$ cat src/rtl/mux3_rr_arbiter.sv
// Three-way round-robin arbiter sharing one 3:1 datapath mux.
// The winning requester's word is captured into an output register that
// drains to one consumer over a valid/ready handshake. A new word can be
// loaded in the same cycle the old one drains, so throughput is 1 word/cycle.

// 3:1 data mux. Select 2'b11 aliases to d2 so every code picks a defined input.
module mux3 #(
    parameter int WIDTH = 8
) (
    input  logic [1:0]       sel_i,
    input  logic [WIDTH-1:0] d0_i,
    input  logic [WIDTH-1:0] d1_i,
    input  logic [WIDTH-1:0] d2_i,
    output logic [WIDTH-1:0] y_o
);

    // Pure combinational select.
    always_comb begin
        case (sel_i)
            2'b00:   y_o = d0_i;
            2'b01:   y_o = d1_i;
            default: y_o = d2_i;
        endcase
    end

endmodule

module mux3_rr_arbiter #(
    parameter int WIDTH = 8
) (
    input  logic             clk,
    input  logic             rst_n,
    input  logic [2:0]       req,
    input  logic [WIDTH-1:0] d0,
    input  logic [WIDTH-1:0] d1,
    input  logic [WIDTH-1:0] d2,
    output logic [2:0]       gnt,
    output logic [1:0]       sel,
    output logic             out_valid,
    input  logic             out_ready,
    output logic [WIDTH-1:0] out_data
);

    // Registered state. last_q resets to 2 so requester 0 is first in line.
    logic [1:0]       last_q,      last_d;
    logic [1:0]       sel_q,       sel_d;
    logic             out_valid_q, out_valid_d;
    logic [WIDTH-1:0] out_data_q,  out_data_d;

    // Arbitration results.
    logic             can_load;
    logic [1:0]       pri0, pri1, pri2;
    logic             win_vld;
    logic [1:0]       win_idx;
    logic [2:0]       gnt_w;
    logic [WIDTH-1:0] mux_y;

    // Register may take a new word when empty or being drained this cycle.
    assign can_load = !out_valid_q || out_ready;

    // Rotate the priority order so the requester after the last winner goes first.
    always_comb begin
        case (last_q)
            2'd0: begin
                pri0 = 2'd1;
                pri1 = 2'd2;
                pri2 = 2'd0;
            end
            2'd1: begin
                pri0 = 2'd2;
                pri1 = 2'd0;
                pri2 = 2'd1;
            end
            default: begin
                pri0 = 2'd0;
                pri1 = 2'd1;
                pri2 = 2'd2;
            end
        endcase
    end

    // Pick the winner; nothing is granted in reset or while the register is stalled.
    always_comb begin
        win_vld = 1'b0;
        win_idx = 2'b00;
        gnt_w   = 3'b000;
        if (rst_n && can_load) begin
            if (req[pri0]) begin
                win_vld = 1'b1;
                win_idx = pri0;
            end else if (req[pri1]) begin
                win_vld = 1'b1;
                win_idx = pri1;
            end else if (req[pri2]) begin
                win_vld = 1'b1;
                win_idx = pri2;
            end
        end
        if (win_vld) begin
            gnt_w[win_idx] = 1'b1;
        end
    end

    // Shared datapath mux steered by the current winner (00 when idle).
    mux3 #(
        .WIDTH (WIDTH)
    ) u_mux3 (
        .sel_i (win_idx),
        .d0_i  (d0),
        .d1_i  (d1),
        .d2_i  (d2),
        .y_o   (mux_y)
    );

    // Next-state: load on grant, otherwise drop valid when the consumer takes the word.
    always_comb begin
        last_d      = last_q;
        sel_d       = sel_q;
        out_valid_d = out_valid_q;
        out_data_d  = out_data_q;
        if (win_vld) begin
            last_d      = win_idx;
            sel_d       = win_idx;
            out_valid_d = 1'b1;
            out_data_d  = mux_y;
        end else if (out_valid_q && out_ready) begin
            out_valid_d = 1'b0;
        end
    end

    // State registers with synchronous active-low reset; reset discards any pending word.
    always_ff @(posedge clk) begin
        if (!rst_n) begin
            last_q      <= 2'd2;
            sel_q       <= 2'b00;
            out_valid_q <= 1'b0;
            out_data_q  <= '0;
        end else begin
            last_q      <= last_d;
            sel_q       <= sel_d;
            out_valid_q <= out_valid_d;
            out_data_q  <= out_data_d;
        end
    end

    assign gnt       = gnt_w;
    assign sel       = sel_q;
    assign out_valid = out_valid_q;
    assign out_data  = out_data_q;

endmodule

$ cat config.mk
export PLATFORM = sky130hd
export DESIGN_NAME = mux3_rr_arbiter
export DESIGN_NICKNAME = d
export VERILOG_FILES = /design/src/rtl/mux3_rr_arbiter.sv
export SDC_FILE = /design/constraint.sdc
export NUM_CORES = 1
export LEC_CHECK = 0
export CORE_AREA = 2 2 50 52
export CTS_BUF_LIST = sky130_fd_sc_hd__clkbuf_8
export DETAILED_ROUTE_END_ITERATION = 6
export DIE_AREA = 0 0 52 54
export HOLD_SLACK_MARGIN = 0.15
export PLACE_DENSITY = 0.75
export SYNTH_ARGS = -nofsm -noshare
export SYNTH_HDL_FRONTEND = slang
export SYNTH_HIERARCHICAL = 1
export SYNTH_SLANG_ARGS = --single-unit
$ cat constraint.sdc
create_clock -name clk -period 1.3 [get_ports clk]
set_input_delay 0.26 -clock clk [delete_from_list [all_inputs] [get_ports clk]]
set_output_delay 0.26 -clock clk [all_outputs]
set_load 0.02 [all_outputs]
==> results.toml, run 1 <==
[sta]
fin_crit_sh_pct = 113
relSlewSlack_pct = 84.1
finalSetupViolations = 11
fin_ws_ps = -175
finalHoldViolCount = 0
tns_ps = -1520
period_needed_ps = 1470
worst_pin_slew_ps = 239
report.final.slew_viol_count = 0
fin_worst_skew_ps = 4.75
fmax_ghz = 0.678
rsz0062_at_grt = "true"
holdWs_ps = 451

[critical_path]
critPathLaunch = "out_valid$_SDFFE_PN0P_"
critical_path.cell_chain = "nand2b_4, and3_4, buf_4, and2_4, buf_6"
end_kind = "output port"
r2r_slack_ps = -160
cp-start-kind = "flop"
path_max_fanout = 5
crit_type = "flop to output port"
r2r-start = "out_valid$_SDFFE_PN0P_"
r2r-end = "out_data[7]$_SDFFE_PN0P_"
crit_arrival_ps = 1210
worstSetupEndpoint = "gnt[1]"
crit_buf_inv = 2
worst_path_max_delay_cell = "dfxtp_4"
cp_slowest_stage_delay_ps = 350
cp.required_ps = 1040
cp_num_cells = 5
reg2reg_depth = 8
crit_family = "simple AND/OR/NAND/NOR gates"

[hold_path]
min_from = "out_data[4]$_SDFFE_PN0P_"
min_path_cells = 2
hold_class = "flop to flop"

[yosys]
synth_area_um2 = 749
synth_top_family_by_area = "simple AND/OR/NAND/NOR gates"
syn_area_per_cell_um2 = 8.52
synth.area.mux_share_pct = 21.4
async_reset_ff_share_pct = 0
ys_types = 22
syn_inst = 88
yosys.area_share.simple_pct = 23.4
synth_compound_area_share_pct = 13.0
ys_seq_elements = 12
synthTopCellsByArea = "dfxtp_1, mux2i_1, nand2_1"
synth_edf_count = 0
synth_top_cell_area_share_pct = 32.1
synth-seq-area-share_pct = 32.1
netlist.top_cell.by_area = "dfxtp_1"
syn_nets = 118
synthFlopType = "dfxtp_1"
synth_common_cells = "mux2i_1, nand2_1, dfxtp_1"
ys.warnings.count = 6
synth_xor_area_share_pct = 0
synth_fa_ha_area_share_pct = 0

[place]
numPortBuffers = 43
dp.cells = 166
place_congestion = 0.740
dp.final_hpwl_um = 1470
dp_slack_ps = -832

[layout]
layout.nets = 172
fin_cells = 171
fin_util_pct = 58.4
antenna_cells = 0
drive_above_1_share_pct = 23.4
areaGrowthSynthToFinish_pct = 80.6

[clocking]
clk_latency_ps = 240
clock_sinks = 12
cts_tree = "built"
cts_buffers = 3
hold_buffers = 0
clkTransAtPathRegs_ps = 50
htreeDepth = 1
cts_root_buf = "clkbuf_8"
cts_buffer_depth = 2

[global_route]
use_met2_pct = 28.7
grt_pass1_wl_um = 3010
grt_max_degree = 17
gr-usage-met1_pct = 14.6
antenna_found_initial = 0
grt_pass1_vias = 753
met3_usage_pct = 3.89
grt-ovfl-total = 0
grt_use_total_pct = 14.8
top_usage_layer = "met2"

[power_and_ir_drop]
seq_power_share_pct = 37.2
power_frac_comb_pct = 34.8
p_clk_share_pct = 28.0
ir_drop_uv = 449
p_sw_share_pct = 28.4
powerDensity_nw_per_um2 = 882
p_switching_w = 0.000339
internal-power_w = 0.000854
leakage_nw = 0.640

[detailed_routing]
drtIter0Drc = 5
drcViolationCount = 0
routed_wl_um = 1880
drt.antenna.violating_nets = 0
wire_per_inst_um = 11.0
drt-pass1-iter-count = 2
vias = 757
via_per_inst = 4.43

[floorplanning]
num_rows = 18
die-height_um = 54
pin_count = 44
core_um2 = 2320
dieArea_um2 = 2810
die_width_um = 52
initial_utilization_pct = 32.3

[outcome]
outcome = "finished, violations left"
violations = "setup timing"

[run]
cap_violations = 0
## power groups by stage
| stage | clock network, W | registers, W | logic (W) |
|---|---|---|---|
| floorplan | 0 | 0.000484 | 0.000162 |
| global placement | 0 | 0.000441 | 0.000413 |
| detailed placement | 0 | 0.000443 | 0.000420 |
| CTS | 0.000342 | 0.000444 | 0.000414 |
| global route | 0.000359 | 0.000449 | 0.000452 |
| finish | 0.000334 | 0.000444 | 0.000416 |
## worst min-delay path: cells and delay by family (launching register included)
family / cells / cell delay, ps
and+or+nand+nor: 1 / 50
muxes: 1 / 50
DFF: 1 / 300
## repair_timing
| item | 4_1_cts | 5_1_grt |
|---|---|---|
| buffers inserted | 0 | 1 |
| pin swaps | 4 | 4 |
| resized for setup | 50 | 2 |
| setup endpoints to repair | 25 | 11 |
## cell type report
type,instances,area (µm²)
multi-input cells,63,488
clock buffers,3,41.3
flip-flops and latches,12,249
repair buffers,54,504
clock inverters,1,3.75
well taps,30,37.5
fillers,229,966
inverters,8,30.0
## placed cells by master, fill, tap and decap left out, types with 2 or more instances in the layout
master           count
dfxtp_4              2
nand2_1             16
and2_1               2
inv_1                9
dlygate4sd2_1       14
clkbuf_8             3
o21ai_1              8
mux2i_1             16
buf_4               10
a32o_1               2
and2_4               3
nor2b_4              2
buf_6                4
clkdlybuf4s50_1     24
dfxtp_1              9
## logic make-up after synthesis
| group | count (synthesis) |
|---|---|
| flops | 12 |
| compound gates | 15 |
| mux | 16 |
| simple gates | 32 |
| buf+inv | 13 |
## per-layer routing
metal / vias to the layer above / share of wire [%]
met1: 315 / 41
met3: 2 / 7.5
li1: 404 / -
met4: 0 / 0.59
met5: - / 0
met2: 36 / 51
## how the worst min path moves through the flow
stage / end
global placement: out_data[1]$_SDFFE_PN0P_
CTS: out_data[4]$_SDFFE_PN0P_
finish: out_data[4]$_SDFFE_PN0P_
detailed placement: out_data[4]$_SDFFE_PN0P_
global route: out_data[1]$_SDFFE_PN0P_
floorplan: last_q[0]$_SDFFE_PN0P_
## state kept, by name, summed over array words and instances, names as in the netlist
register / flops
out_valid: 1
sel: 1
last_q: 2
out_data: 8
## through the flow
step	cell area [µm²]	total power [W]
final	1350	0.00119
after global routing	1350	0.00126
after CTS	1340	0.00120
after detailed placement	1270	0.000863
after global placement	1270	0.000854
after floorplan	769	0.000647
Note: power is estimated with default switching activity, not from simulation.
==> run 2: changes to the inputs <==
- GPL_TIMING_DRIVEN: unset -> 0
==> run 2 against run 1 <==
The flow still finishes with violations (setup timing). Count of clock-buffer cells in the layout up 1. Largest power group unchanged. Wire length down 2.6%. Clock power increased by 20%. Hold slack lost 48 ps. Fmax is 6.0% higher. Worst setup slack improved by 84 ps. Register-to-register slack better by 110 ps. Critical path depth shrank 1. Die area stayed put.
==> results.toml, run 2 (same netlist as run 1, synthesis figures left out) <==
[outcome]
outcome = "finished, violations left"
violations = "setup timing"

[global_route]
antenna_found_initial = 0
grt_pass1_vias = 742
grt-ovfl-total = 0
grt_pass1_wl_um = 2980
grt_use_total_pct = 14.5
grt_max_degree = 11

[clocking]
cts_root_buf = "clkbuf_8"
cts_tree = "built"
clock_sinks = 12
htreeDepth = 1
clkTransAtPathRegs_ps = 50
cts_buffer_depth = 2
clk_latency_ps = 240
cts_buffers = 3

[layout]
drive_above_1_share_pct = 25.7
areaGrowthSynthToFinish_pct = 76.6
mostFrequentLayoutCells = "clkdlybuf4s50_1, nand2_1, mux2i_1"
final_common_cell = "clkdlybuf4s50_1"
largest_reg_flops = 8
antenna_cells = 0
layout.nets = 167
finish.instance_area_um2 = 1320

[detailed_routing]
via_per_inst = 4.52
vias = 751
drcViolationCount = 0
drt-pass1-iter-count = 2
drt.antenna.violating_nets = 0
drtIter0Drc = 1
routed_wl_um = 1830
wire_per_inst_um = 11.0

[sta]
worst_pin_slew_ps = 212
rsz0062_at_grt = "true"
report.final.slew_viol_count = 0
fin_crit_sh_pct = 107
tns_ps = -476
period_needed_ps = 1390
fin_ws_ps = -91.1
holdWs_ps = 403
finalHoldViolCount = 0
relSlewSlack_pct = 85.9
finalSetupViolations = 11
fmax_ghz = 0.719
fin_worst_skew_ps = 2.89

[critical_path]
critical_path.cell_chain = "nor2b_4, nor2_1, o211a_1, buf_6"
cp.required_ps = 1040
crit_type = "flop to output port"
cp_slowest_stage_delay_ps = 350
r2r_slack_ps = -50
path_max_fanout = 4
end_kind = "output port"
worst_path_max_delay_cell = "dfxtp_2"
crit_arrival_ps = 1130
cp-start-kind = "flop"

[hold_path]
hold_class = "input pin to flop"

[power_and_ir_drop]
power_w = 0.00124
leakage_nw = 0.620
powerDensity_nw_per_um2 = 934
ir_drop_uv = 449

[floorplanning]
die_width_um = 52
num_rows = 18
core_um2 = 2320
dieArea_um2 = 2810
die-height_um = 54
pin_count = 44
initial_utilization_pct = 32.3

[place]
numPortBuffers = 43
place_congestion = 0.779
dp.final_hpwl_um = 1510
place_area_um2 = 1240

[run]
cap_violations = 0
## run 2: cell types whose count changed in the layout (fill, tap and decap cells not counted), moves of 2 or more
cell           previous run  this run
buf_4                    10         3
and2_1                    2         0
dlygate4sd2_1            14        12
clkbuf_2                  0         2
and2_4                    3         5
## run 2: final timing paths
check | startpoint | to | depth (start not counted)
worst max-delay path | last_q[0]$_SDFFE_PN0P_ | gnt[0] | 4
worst min-delay path | req[1] | out_valid$_SDFFE_PN0P_ | 3
worst max register to register | out_valid$_SDFFE_PN0P_ | out_data[4]$_SDFFE_PN0P_ | 7
worst min register to register | out_data[5]$_SDFFE_PN0P_ | out_data[5]$_SDFFE_PN0P_ | 2
## run 2: through the flow
stage               utilization [%]  setup slack (ps)  instances
finish                         57.1             -91.1        166
CTS                            57.5             -87.3        166
floorplan                         -             -32.6         88
global route                   57.1              -156        166
global placement               53.3              -902        161
detailed placement             53.3              -910        161
## run 2: per-layer routing
metal / vias up / wire length [µm] / global-route usage (%)
met4: 0 / 11 / 6.58
met3: 2 / 190 / 3.89
li1: 397 / - / -
met5: - / 0 / 0
met1: 314 / 701 / 14.0
met2: 38 / 925 / 28.7
## run 2: cell type report
type | instances | area, µm²
plain buffers | 4 | 35.0
clock buffers | 4 | 55.1
fillers | 241 | 996
inverters | 8 | 30.0
multi-input cells | 63 | 490
flip-flops and latches | 12 | 249
well taps | 30 | 37.5
repair buffers | 45 | 427
## run 2: power by group
part | total (W) | switching [W] | internal (W)
Sequential | 0.000443 | 0.0000307 | 0.000412
Combinational | 0.000392 | 0.000173 | 0.000219
Clock | 0.000402 | 0.000134 | 0.000267
## run 2: worst max-delay path: cells and delay by family, from the launching register on
family	cells	cell delay [ps]
buffers and inverters	1	130
and+or+nand+nor	2	190
AOI/OAI and AO/OA	1	220
DFF	1	350
## run 2: what timing repair did
item | 4_1_cts | 5_1_grt
setup endpoints to repair | 23 | 12
buffers inserted | 2 | 0
endpoints found under the hold margin | 0 | 0
resized for setup | 56 | 2
pin swaps | 1 | 1
hold buffers | 0 | 0
==> run 3: changes to the inputs <==
- CTS_CLUSTER_DIAMETER: unset -> 30
==> results of run 3 <==
The final DEF is identical to that of run 2; final timing and power are the same.
